==> config.mk <==
export PLATFORM = sky130hd
export DESIGN_NAME = fetch_unit
export DESIGN_NICKNAME = d
export VERILOG_FILES = /design/src/rtl/fetch_unit.sv
export SDC_FILE = /design/constraint.sdc
export NUM_CORES = 1
export LEC_CHECK = 0
export ABC_AREA = 1
export CAP_MARGIN = 20
export CORE_MARGIN = 2
export CORE_UTILIZATION = 42
export DETAILED_ROUTE_END_ITERATION = 10
export PLACE_DENSITY_LB_ADDON = 0.25
export SYNTH_ARGS = -nofsm -noshare
export SYNTH_HDL_FRONTEND = slang
export SYNTH_SLANG_ARGS = --single-unit
==> constraint.sdc <==
create_clock -name CLK -period 3 [get_ports CLK]
set_input_delay 0.3 -clock CLK [delete_from_list [all_inputs] [get_ports CLK]]
set_output_delay 0.3 -clock CLK [all_outputs]
set_load 0.03 [all_outputs]
==> src/rtl/fetch_unit.sv <==
// fetch_unit: instruction fetch controller sitting between the program counter
// and decode. It samples the PC, issues an instruction-memory read with a
// req/ack handshake, captures the returned word in the instruction register and
// presents it to decode with valid/ready. It also drives the PC's increment and
// load strobes (one-cycle INC after each accepted fetch, one-cycle load on a
// branch redirect).
//
// Optional feature macro: FETCH_TIMEOUT_EN
//   defined   -> 8-bit wait counter; after MAX_WAIT ack-less cycles in WAIT or
//                DRAIN the read is dropped and FETCH_ERR is set (sticky until RE).
//   undefined -> waits forever for MEM_ACK, FETCH_ERR stays 0.
//
// Ports:
//   CLK        clock, rising edge
//   RE         synchronous active-high reset
//   PC_IN      current PC value
//   PC_INC     PC increment strobe
//   PC_LOAD    PC load strobe
//   PC_D       PC load value
//   MEM_ADDR   instruction memory address
//   MEM_RD     memory read request
//   MEM_DATA   memory read data (valid with MEM_ACK)
//   MEM_ACK    memory read acknowledge
//   IR_OUT     fetched instruction
//   IR_VALID   IR_OUT valid for decode
//   DEC_READY  decode accepts IR_OUT
//   BR_TAKEN   single-cycle redirect request
//   BR_TARGET  redirect address
//   HALT       stop issuing new fetches
//   FETCH_ERR  sticky fetch timeout flag
module fetch_unit #(
  parameter int AW       = 16,
  parameter int DW       = 16,
  parameter int MAX_WAIT = 15
) (
  input  logic          CLK,
  input  logic          RE,
  input  logic [AW-1:0] PC_IN,
  output logic          PC_INC,
  output logic          PC_LOAD,
  output logic [AW-1:0] PC_D,
  output logic [AW-1:0] MEM_ADDR,
  output logic          MEM_RD,
  input  logic [DW-1:0] MEM_DATA,
  input  logic          MEM_ACK,
  output logic [DW-1:0] IR_OUT,
  output logic          IR_VALID,
  input  logic          DEC_READY,
  input  logic          BR_TAKEN,
  input  logic [AW-1:0] BR_TARGET,
  input  logic          HALT,
  output logic          FETCH_ERR
);

  typedef enum logic [2:0] {IDLE, REQ, WAIT, HOLD, REDIR, DRAIN} state_t;

  state_t        state, state_nxt;
  logic          mem_rd_nxt, ir_valid_nxt, pc_inc_nxt, pc_load_nxt, err_nxt;
  logic [AW-1:0] mem_addr_nxt, pc_d_nxt;
  logic [DW-1:0] ir_out_nxt;
  logic          in_wait;
  logic          timeout;

  // A read is outstanding exactly in these two states.
  assign in_wait = (state == WAIT) || (state == DRAIN);

`ifdef FETCH_TIMEOUT_EN
  logic [7:0] wait_cnt;

  // Fires on the MAX_WAIT-th consecutive ack-less cycle since entering WAIT/DRAIN.
  assign timeout = in_wait && !MEM_ACK && (wait_cnt == 8'(MAX_WAIT - 1));

  always_ff @(posedge CLK) begin
    if (RE)                       wait_cnt <= '0;
    else if (state_nxt != state)  wait_cnt <= '0;  // any state entry restarts the count
    else if (in_wait && !MEM_ACK) wait_cnt <= wait_cnt + 8'd1;
  end
`else
  logic [7:0] unused_max_wait;
  assign unused_max_wait = 8'(MAX_WAIT);
  assign timeout         = 1'b0;
`endif

  always_comb begin
    state_nxt    = state;
    mem_rd_nxt   = MEM_RD;
    mem_addr_nxt = MEM_ADDR;
    ir_out_nxt   = IR_OUT;
    ir_valid_nxt = IR_VALID;
    pc_inc_nxt   = 1'b0;
    pc_load_nxt  = 1'b0;
    pc_d_nxt     = PC_D;
    err_nxt      = FETCH_ERR;
    if (BR_TAKEN) begin
      // Redirect beats ack, decode-ready and halt; no increment on this edge.
      ir_valid_nxt = 1'b0;
      pc_load_nxt  = 1'b1;
      pc_d_nxt     = BR_TARGET;
      unique case (state)
        IDLE: state_nxt = IDLE;
        WAIT, DRAIN: begin
          if (MEM_ACK) begin
            // Read completes now but its data is dropped; REDIR gives the
            // load a cycle to land before the next REQ samples the PC.
            mem_rd_nxt = 1'b0;
            state_nxt  = REDIR;
          end else begin
            state_nxt  = DRAIN;
          end
        end
        default: state_nxt = REDIR;  // REQ, HOLD, REDIR (newest target wins)
      endcase
    end else begin
      unique case (state)
        IDLE: if (!HALT && !FETCH_ERR) state_nxt = REQ;
        REQ: begin
          mem_addr_nxt = PC_IN;
          mem_rd_nxt   = 1'b1;
          state_nxt    = WAIT;
        end
        WAIT: begin
          if (MEM_ACK) begin
            ir_out_nxt   = MEM_DATA;
            ir_valid_nxt = 1'b1;
            pc_inc_nxt   = 1'b1;
            mem_rd_nxt   = 1'b0;
            state_nxt    = HOLD;
          end
        end
        HOLD: begin
          if (DEC_READY) begin
            ir_valid_nxt = 1'b0;
            state_nxt    = HALT ? IDLE : REQ;
          end
        end
        REDIR: state_nxt = REQ;
        DRAIN: begin
          if (MEM_ACK) begin
            mem_rd_nxt = 1'b0;
            state_nxt  = REQ;
          end
        end
        default: state_nxt = IDLE;
      endcase
    end
    // Timeout only while still parked in WAIT/DRAIN (not on WAIT->DRAIN entry).
    if (timeout && (state_nxt == state)) begin
      mem_rd_nxt = 1'b0;
      err_nxt    = 1'b1;
      state_nxt  = IDLE;
    end
  end

  always_ff @(posedge CLK) begin
    if (RE) begin
      state     <= IDLE;
      MEM_RD    <= 1'b0;
      MEM_ADDR  <= '0;
      IR_OUT    <= '0;
      IR_VALID  <= 1'b0;
      PC_INC    <= 1'b0;
      PC_LOAD   <= 1'b0;
      PC_D      <= '0;
      FETCH_ERR <= 1'b0;
    end else begin
      state     <= state_nxt;
      MEM_RD    <= mem_rd_nxt;
      MEM_ADDR  <= mem_addr_nxt;
      IR_OUT    <= ir_out_nxt;
      IR_VALID  <= ir_valid_nxt;
      PC_INC    <= pc_inc_nxt;
      PC_LOAD   <= pc_load_nxt;
      PC_D      <= pc_d_nxt;
      FETCH_ERR <= err_nxt;
    end
  end

endmodule

# ---- Word-level counts from Yosys, hierarchy flattened
# Cells that the tools add are included.
dict set report classes {
  n_eq_ne 12
  bitwise 2
  mux 18
  reduce_logical 12
}
# op n
set ops {}
lappend ops {{case mux 3 bit (6 select lines)} 1}
lappend ops {{two-way mux 3 bit} 5}
lappend ops {{inequality test 3 bit (second input constant)} 4}
lappend ops {{two-way mux 1 bit} 9}
lappend ops {{== test 3 x 2 -> 1 bit (second input constant)} 2}
lappend ops {{== test 3 bit (second input constant)} 2}
lappend ops {{inequality test 2 bit (second input constant)} 3}
lappend ops {{case mux 3 bit (2 select lines)} 1}
lappend ops {{AND reduction 3 bit} 2}
lappend ops {{case mux 1 bit (2 select lines)} 2}
lappend ops {{AND reduction 2 bit} 2}
lappend ops {{AND reduction 4 bit} 1}
lappend ops {{nonzero test 2 bit} 2}
lappend ops {{OR reduction 2 bit} 2}
lappend ops {{== test 3 x 1 -> 1 bit (second input constant)} 1}
lappend ops {{zero test 3 bit} 1}
lappend ops {{OR reduction 3 bit} 1}
lappend ops {{inverter 1 bit} 2}
lappend ops {{zero test 1 bit} 1}
dict set report totals {
  elab_cells 52
  input_bits 54
  register_bits 55
}

# ---- Depth between registers and ports, before layout
dict set report logic_depth {
  ltp_word 4
  depth_mapped 9
  ltp_nobuf 9
}

# ---- Least setup slack after synthesis
# No wires, ideal clock.
dict set report synth_path {
  path_type {register -> register}
  start {register state[2]}
  end {register IR_OUT[11]}
  path_buffers 2
  arrival_ns 1.196
  slack_ns 1.691
  period_less_slack_ns 1.309
  stages_incl_launch_ff 9
  t_required_ns 2.886
  path_cell_list {dfxtp_1 buf_6 nor2_2 nand2_2 nor3_4 inv_4 buf_6 nor2_2 nor2_1}
}
dict set report synth_between {
  elab_chain_len 2
}
# element line_no
set synth_rtl {}
lappend synth_rtl {{start, declared} 57} ;# state_t state, state_nxt;
lappend synth_rtl {{start signal, assigned} 166} ;# state <= state_nxt;
lappend synth_rtl {{== test 3 x 2 -> 1 bit} 114} ;# unique case (state)
lappend synth_rtl {{AND reduction 3 bit (no line)} n/a}
lappend synth_rtl {{end signal, assigned} 169} ;# IR_OUT <= ir_out_nxt;
lappend synth_rtl {{end, declared} 46} ;# output logic [DW-1:0] IR_OUT,
# No other way between the ends.
# A chain may end at the register's enable or synchronous reset.

# ---- Final worst setup path
dict set report layout_path {
  start {input BR_TAKEN}
  end {register MEM_ADDR[5]}
}
dict set report layout_between {
  elab_chain_len 2
}
# element line_no
set layout_rtl {}
lappend layout_rtl {{start, declared} 49} ;# input logic BR_TAKEN,
lappend layout_rtl {{inverter 1 bit (no line)} n/a}
lappend layout_rtl {{AND reduction 2 bit (no line)} n/a}
lappend layout_rtl {{end signal, assigned} 168} ;# MEM_ADDR <= mem_addr_nxt;
lappend layout_rtl {{end, declared} 42} ;# output logic [AW-1:0] MEM_ADDR,
# No other way between the ends.

==> results.yml <==
setup_path:
  r2r-end: "IR_OUT[4]$_SDFFE_PP0P_"
  rrSetupSlack_ns: 1.60
  cp_max_fo: 23
  path_class: "input pin to register"
  worst-path-buf-inv: 3
  worst_ep_arrival_time_ns: 2.06
  worst_setup_path_end_kind: "register"
  required_ns: 3.23
  critPathSlowestCell: "inv_1"
  path_cells: "clkdlybuf4s50_1, inv_1, nand3_2, inv_1, nor2_1, nor2_1"
  path_delay_family: "buffers and inverters"
  rr_worst_depth: 7
  critPathMaxStageDelay_ns: 0.54
  r2r_start: "state[2]$_SDFFE_PP0P_"
  startpoint_type: "input pin"
yosys:
  synth_adder_area_share_pct: 0
  synth_xor_area_share_pct: 0
  yosysWarnings: 0
  syn_avg_cell_area_sq_um: 7.74
  muxShareOfSynthArea_pct: 0
  synth_seq_cells: 55
  yosys.area_share.simple_pct: 30.8
  synth_compound_gate_area_share_pct: 9.35
  synth_area_sq_mm: 0.00207
  syn-num-nets: 322
  synthFlopType: "dfxtp_1"
  syn_inst: 268
  synth_top_family_by_area: "simple AND/OR/NAND/NOR gates"
  synth_edf_count: 0
  synth-async-reset-ratio_pct: 0
  yosys.cell_types.count: 23
  ys_seq_area_share_pct: 53.1
power_and_ir_drop:
  p_leak_nw: 1.34
  p_int_mw: 1.09
  p_sw_uw: 401
  vdd_ir_drop_max_mv: 0.355
  p_per_area_mw_per_mm2: 461
  clkPwrFrac_pct: 24.0
  combinationalPowerShare_pct: 22.3
  p_sw_share_pct: 27.0
  seqPwrFrac_pct: 53.7
cells_and_area:
  area_growth_syn_to_layout_pct: 55.5
  fillCellCount: 441
  final_common_cell: "clkdlybuf4s50_1"
  drive_above_1_share_pct: 6.78
  final_cell_mix: "clkdlybuf4s50_1, nor2_1, dfxtp_1"
  antenna_cells: 0
  fin_nets: 424
global_routing:
  track_usage_pct: 18.7
  grt_overflow: 0
  grt_antenna_before_repair: 0
  grt_start_max_net_pins: 30
  grt_pass1_vias: 1920
  grt_pass1_wl_mm: 8.09
timing:
  period_needed_ns: 1.83
  fin_skew_ns: 0.00613
  worst_pin_slew_ns: 0.688
  setup_tns_ns: 0
  rsz0062_at_grt: "no"
  finalCritPeriodShare_pct: 60.9
  finalSetupViolations: 0
  worst_slack_ns: 1.17
  max_slew_margin_pct: 54.1
  finalHoldViolCount: 0
  slew_viol_final: 0
  fmax_ghz: 0.548
die:
  ios: 107
  rows: 25
  die-area_sq_mm: 0.00551
  die_y_microns: 74.3
  initial_utilization_pct: 43.6
  die_w_microns: 74.3
  design.core.area_sq_mm: 0.00475
clock_network:
  numCtsBuffers: 5
  cts_setup_buffers: 0
  cts_tree: "built"
  cts_resized: 0
  cts_buffer_depth: 2
  htreeDepth: 2
  clk_pin_slew_ns: 0.09
  postCtsHoldBufs: 0
  root_buffer: "clkbuf_8"
  clock_latency_ns: 0.29
  cts.sinks: 55
placement:
  post-place-ws_ns: 0.846
  io_buffers: 105
  place_congestion: 0.743
  hpwl_mm: 3.63
worst_hold_path:
  holdCritStartpoint: "MEM_RD$_SDFFE_PP0P_"
  hold_depth: 2
  hp-class: "register to register"
  whs_endpoint: "MEM_RD$_SDFFE_PP0P_"
job:
  drv_cap: 0
drt:
  drc: 0
  vias_per_cell: 4.59
  dr.pass1.iters: 4
  drt-total-wl_mm: 4.90
  vias: 2000
  postRouteAntennaNets: 0
  initialDrtViolationCount: 69
  post_drt_wl_per_cell_microns: 11.2
outcome:
  status: "complete, no violations"
==> power groups by stage <==
stage / clock (mW) / sequential [mW] / combinational [mW]
global route: 0.403 / 0.803 / 0.363
CTS: 0.374 / 0.798 / 0.334
floorplan: 0 / 0.883 / 0.104
global placement: 0 / 0.814 / 0.329
finish: 0.357 / 0.798 / 0.331
detailed placement: 0 / 0.815 / 0.332
==> state kept, by name (all words and copies together), names as in the netlist <==
signal    flops
PC_INC        1
PC_LOAD       1
IR_OUT       16
MEM_RD        1
PC_D         16
MEM_ADDR     16
IR_VALID      1
state         3
==> worst max-delay path by stage <==
| stage | startpoint | endpoint | slack (ns) | cells past startpoint |
|---|---|---|---|---|
| after CTS | BR_TAKEN | MEM_ADDR[5]$_SDFFE_PP0P_ | 1.15 | 6 |
| after global routing | BR_TAKEN | MEM_ADDR[15]$_SDFFE_PP0P_ | 0.95 | 6 |
| after global placement | BR_TAKEN | state[2]$_SDFFE_PP0P_ | 0.91 | 5 |
| final | BR_TAKEN | MEM_ADDR[5]$_SDFFE_PP0P_ | 1.17 | 6 |
| after floorplan | state[2]$_SDFFE_PP0P_ | IR_OUT[11]$_SDFFE_PP0P_ | 1.69 | 8 |
| after detailed placement | BR_TAKEN | MEM_ADDR[5]$_SDFFE_PP0P_ | 0.85 | 6 |
==> cells in the mapped netlist (2+ instances only) <==
cell type	count	area share, %
a21oi_1	2	0.48
buf_6	4	2.2
clkbuf_1	8	1.4
dfxtp_1	55	53
inv_1	10	1.8
nand2_1	50	9.1
nand3_1	21	5.1
nor2_1	63	11
nor2_2	9	2.7
nor3_1	2	0.48
o21ai_0	23	5.6
o21ai_1	10	2.4
==> stage by stage <==
step	cells	hold WS [ns]	total power, mW	instance area, sq um	utilization (%)
3_3_place_gp	430	0.446	1.14	3150	66.3
6_report	436	0.463	1.49	3220	67.8
2_1_floorplan	268	0.369	0.988	2070	-
4_1_cts	436	0.465	1.51	3220	67.8
5_1_grt	436	0.481	1.57	3220	67.8
3_5_place_dp	430	0.451	1.15	3150	66.3
==> final cells by class <==
cell class	instances	area, sq um	share of cell area [%]
Sequential cell	55	1100	34.2
Timing Repair Buffer	109	1080	33.5
Tap cell	67	83.8	2.60
Multi-Input combinational cell	187	837	26.0
Clock buffer	6	72.6	2.25
Inverter	12	47.5	1.48
==> metal layers <==
| layer | share of wire [%] | vias to the layer above | global-route usage [%] |
|---|---|---|---|
| met5 | 0 | - | 0 |
| met4 | 1.5 | 0 | 6.75 |
| met3 | 7.9 | 6 | 5.56 |
| met2 | 49 | 70 | 33.4 |
| met1 | 42 | 873 | 21.2 |
| li1 | - | 1051 | - |
==> worst reg2reg max path: stages (launching register included) <==
cell and delay (ns):
dfxtp_1 0.40, nor2_2 0.14, nand2_2 0.09, nor3_4 0.11, buf_4 0.24, inv_4 0.14
nor2_1 0.12, nor2_1 0.05
==> kinds of logic (layout without fill, tap and decap cells) <==
family                 count (synthesis)  in the layout
AO/OA/AOI/OAI                         37             37
buffers and inverters                 26            127
flip-flops                            55             55
AND/OR/NAND/NOR                      149            149
other                                  1              1
Power figures use the tool's default switching activity.
==> edit 1 (config.mk and constraints unchanged) <==
The parameter `AW` goes from 16 to 15.
--- a/src/rtl/fetch_unit.sv
+++ b/src/rtl/fetch_unit.sv
@@ -29,7 +29,7 @@
 //   HALT       stop issuing new fetches
 //   FETCH_ERR  sticky fetch timeout flag
 module fetch_unit #(
-  parameter int AW       = 16,
+  parameter int AW       = 15,
   parameter int DW       = 16,
   parameter int MAX_WAIT = 15
 ) (
Interface: changed (resized BR_TARGET, MEM_ADDR, PC_D and PC_IN); port bits go from 107 to 103. The function was not compared with the original's and may differ.
==> edit 1 against the original RTL <==
Synthesized cell count decreased by 6.0%; first-iteration DRC count increased by 51%; worst setup slack got worse by 0.087 ns; sequential cell count decreased by 2; synthesized area decreased by 4.7%; routed wire length increased by 1.9%; power increased by 2.1%; design area decreased by 3.3%; largest power group unchanged; highest routed layer unchanged.
==> edit 1: results (changes against the original RTL) <==
* Largest stage delay, worst path at 0.67 ns (+0.13 ns)
* Clock network area share at 3.85% (+1.6 points)
* Non-CTS buffers at 104 (-4.6%)
* CP endpoint: state[2]
* Syn Nets at 304 (-5.6%)
* R2r worst-path depth at 5 (-2)
* Post CTS Setup Buffer Count at 0 (unchanged)
* Sequential cell area fraction in the yosys report at 53.7% (+0.60 points)
* Clock sink count at 53 (-3.6%)
* Vias in the first global route at 1,778 (-7.4%)
* GPL Wtd Cong at 0.746 (+0.40%)
* First drt pass iteration count at 4 (unchanged)
* Global-route wire length before repair at 8000 microns (-1.0%)
* #MultiIn Comb at 176 (-5.9%)
* Biggest regs: IR_OUT: 16 flops, MEM_ADDR: 15 flops, PC_D: 15 flops
* WHS Endpoint: MEM_RD
* Drt wl/cell at 12.4 microns (+11%)
* Initial antenna violation count at 0 (unchanged)
* Hold Crit Class: flop to flop
* Worst Clk Skew at 0.00329 ns (-0.00284 ns)
* P_leak at 1.31 nW (-1.7%)
* # resized after CTS at 0 (unchanged)
* # port buffers at 101 (-3.8%)
* Reg-to-reg slack, setup at 1.27 ns (-0.33 ns)
* Share of cells above drive strength 1 at 7.71% (+0.94 points)
* # clk buffers at 6 (unchanged)
* Arrival time at the worst endpoint at 2.12 ns (+0.06 ns)
* Count of non-CTS inverters in the layout at 9 (-3)
* Comb pwr share at 17.4% (-4.9 points)
* Hpwl dp at 3590 microns (-0.92%)
* Most used DFF post-synth: dfxtp_1
* Distinct cells, synth at 21 (-8.7%)
* Asr flop ratio synth at 0% (unchanged)
* Clk pwr at 0.500 mW (+40%)
* Switching power at 0.383 mW (-4.5%)
* Max FO, Critical Path at 21 (-8.7%)
* Sequential cell area share at 34.0% (-0.12 points)
* Top cells by count, synth: 57 x nor2_1, 53 x dfxtp_1, 44 x nand2_1
* Final hold slack at 0.473 ns (+0.0103 ns)
* NonClk Buf Share at 33.2% (-0.38 points)
* Status: finished clean
* Multi-input gate area at 801 sq um (-4.3%)
* Worst vdd ir at 316 uV (-11%)
* Gr usage total at 19.1% (+0.41 points)
* Pwr Density at 487 mW/mm^2 (+5.6%)
* Slowest cell on the critical path: clkdlybuf4s50_1
* Drt via density at 4.78 (+4.2%)
* Hold depth at 2 (unchanged)
* Synth top area cells: dfxtp_1 54%, nor2_1 11%, nand2_1 8.4%, o21ai_0 6.1%, nand3_1 5.1%
* Largest net degree at the start of global routing at 22 (-27%)
* CP Launch Point: BR_TAKEN
* Worst flop-to-flop path startpoint: state[1]
* Clk slew on worst S/H paths at 0.09 ns (about the same)
* Bufs on Longest Clock Path at 2 (unchanged)
* Nets at 401 (-5.4%)
* RR Endpoint: IR_OUT[11]
* Initial detailed-routing violation count at 104 (+51%)
* Relative slew margins at 53.3% (-0.78 points)
* Clk_lat worst skew at 0.30 ns
* Layout fillers at 364 (-17%)
-- edit 1: routing by layer --
| metal | track usage [%] | vias to the layer above | share of wire (%) |
|---|---|---|---|
| li1 | - | 1000 | - |
| met1 | 21.9 | 847 | 42 |
| met2 | 33.9 | 65 | 49 |
| met3 | 5.39 | 10 | 7.0 |
| met4 | 6.79 | 0 | 2.0 |
| met5 | 0 | - | 0 |
-- edit 1: worst max-delay path, delay by kind of cell --
family,cells,cell delay [ns]
AOI/OAI and AO/OA,1,0.07
buffers and inverters,2,1.04
and+or+nand+nor,2,0.70
-- edit 1: through the flow --
stage                     setup WS [ns]  instances  cell area, sq um
final                              1.09        402              3120
after global routing              0.933        402              3120
after CTS                          1.09        402              3120
after detailed placement          0.772        394              3000
after global placement            0.803        394              3000
after floorplan                    1.72        252              1980
-- edit 1: kinds of logic after synthesis --
group	synth area share [%]
AO/OA/AOI/OAI	10.7
flip-flops	53.7
buffers and inverters	5.76
other	0.190
AND/OR/NAND/NOR	29.6
==> edit 2 (same settings) <==
Without the edit above. Encoding of `state_t`: now Gray code (3 bits for 6 states).
--- a/src/rtl/fetch_unit.sv
+++ b/src/rtl/fetch_unit.sv
@@ -52,7 +52,7 @@
   output logic          FETCH_ERR
 );
 
-  typedef enum logic [2:0] {IDLE, REQ, WAIT, HOLD, REDIR, DRAIN} state_t;
+  typedef enum logic [2:0] {IDLE = 3'b000, REQ = 3'b001, WAIT = 3'b011, HOLD = 3'b010, REDIR = 3'b110, DRAIN = 3'b111} state_t;
 
   state_t        state, state_nxt;
   logic          mem_rd_nxt, ir_valid_nxt, pc_inc_nxt, pc_load_nxt, err_nxt;
Function: no difference found for any inputs over 10 cycles, from zero or initial values; not proved beyond that.
==> edit 2 against the original RTL <==
Synthesized area rose by 5.6%; sequential cell count did not move; via count fell by 5.1%; power rose by 4.2%; worst setup slack improved by 0.18 ns; design area rose by 2.8%; sequential power barely moved; routed wire length rose by 2.2%.
==> edit 2: results (changes against the original RTL) <==
* Top cells by count, synth: 55 x dfxtp_1, 30 x nor2_1, 17 x nand2_1, 17 x o21ai_0, 16 x a22o_1
* Via count at 1,898 (-5.1%)
* RR Endpoint: IR_OUT[15]
* Global-route wire length before repair at 8420 microns (+4.1%)
* Hpwl dp at 3560 microns (-1.8%)
* WHS Endpoint: IR_VALID
* Distinct cells, synth at 28 (+22%)
* Non-CTS buffers at 106 (-2.8%)
* Sequential cell area share at 33.2% (-0.94 points)
* Worst vdd ir at 214 uV (-40%)
* Relative slew margins at 57.6% (+3.5 points)
* Max FO, Critical Path at 17 (-26%)
* Worst flop-to-flop path startpoint: state[0]
* Gr usage total at 17.5% (-1.2 points)
* First drt pass iteration count at 4 (unchanged)
* Share of cells above drive strength 1 at 18.1% (+11 points)
* Final hold slack at 0.456 ns (-0.00631 ns)
* GPL Wtd Cong at 0.822 (+11%)
* Sequential cell area fraction in the yosys report at 50.3% (-2.8 points)
* Clock network area share at 2.64% (+0.39 points)
* NonClk Buf Share at 31.9% (-1.6 points)
* Seq cells at 55 (unchanged)
* Worst Clk Skew at 0.00251 ns (-0.00362 ns)
* Nets at 385 (-9.2%)
* Largest net degree at the start of global routing at 22 (-27%)
* Biggest regs: IR_OUT: 16 flops, MEM_ADDR: 16 flops, PC_D: 16 flops
* Synth Instances at 230 (-14%)
* Count of non-CTS inverters in the layout at 10 (-2)
* Multi-input gate area at 940 sq um (+12%)
* Switching power at 0.432 mW (+7.8%)
* Drt via density at 4.73 (+3.2%)
* Core Util, Final at 65.3% (-2.5 points)
* Clk_lat worst skew at 0.30 ns
* Met1 Wirelength at 2180 microns (+6.3%)
* Compound-gate portion of the synthesized area at 16.6% (+7.2 points)
* Layout fillers at 443 (+0.45%)
* Met3 wire length at 322 microns (-17%)
* #MultiIn Comb at 153 (-18%)
* Bufs on Longest Clock Path at 2 (unchanged)
* R2r worst-path depth at 5 (-2)
* P_leak at 1.20 nW (-9.9%)
* Post-DP Area at 0.00323 sq mm (+2.4%)
* Drt wl/cell at 12.5 microns (+11%)
* Synth top area cells: dfxtp_1 50%, a22o_1 6.4%, nor2_1 5.1%, nand3_2 4.6%, a21oi_2 4.0%
* Reg-to-reg slack, setup at 1.52 ns (-0.08 ns)
* WL met2 at 2450 microns (+2.9%)
* Syn Nets at 284 (-12%)
* Delay-heaviest family, CP: simple AND/OR/NAND/NOR gates
* Vias in the first global route at 1,831 (-4.6%)
* Status: finished clean
* Hold_sp: IR_VALID
* # clk buffers at 6 (unchanged)
* Slowest cell on the critical path: clkdlybuf4s50_1
* Initial detailed-routing violation count at 61 (-12%)
* Cell row count at 26 (+4.0%)
[edit 2: changes by cell type in the layout (fill, tap and decap cells not counted), sizes merged, moves of 2 or more]
| cell | before | now |
|---|---|---|
| nor2 | 73 | 45 |
| nand2 | 51 | 28 |
| a21oi | 2 | 20 |
| a22o | 0 | 16 |
| o21ai | 33 | 17 |
| buf | 4 | 1 |
| nor3 | 3 | 0 |
| inv | 12 | 10 |
| nand4 | 0 | 2 |
| o22ai | 2 | 0 |
[edit 2: how the worst max path moves through the flow]
stage / cells past startpoint / slack [ns] / endpoint / from
2_1_floorplan: 6 / 1.82 / IR_OUT[10] / state[0]
3_3_place_gp: 5 / 1.07 / IR_OUT[5] / BR_TAKEN
3_5_place_dp: 5 / 1.05 / IR_OUT[15] / BR_TAKEN
4_1_cts: 1 / 1.33 / IR_OUT[13] / IR_OUT[13]
5_1_grt: 5 / 1.26 / IR_OUT[15] / BR_TAKEN
6_report: 5 / 1.35 / IR_OUT[15] / BR_TAKEN
[edit 2: metrics by stage]
stage | power, mW | worst slack, ns
after floorplan | 1.01 | 1.82
after global placement | 1.16 | 1.07
after detailed placement | 1.17 | 1.05
after CTS | 1.57 | 1.33
after global routing | 1.62 | 1.26
final | 1.55 | 1.35
[edit 2: metal layers]
metal,GRT usage (%),up-vias
li1,-,972
met1,21.3,855
met2,30.4,66
met3,4.27,5
met4,6.00,0
met5,0,-
[edit 2: power by group through the flow]
stage / Clock (mW) / Sequential (mW) / Combinational [mW]
after global routing: 0.446 / 0.807 / 0.371
final: 0.400 / 0.801 / 0.348
after global placement: 0 / 0.817 / 0.346
after CTS: 0.417 / 0.801 / 0.350
after detailed placement: 0 / 0.818 / 0.349
after floorplan: 0 / 0.885 / 0.129
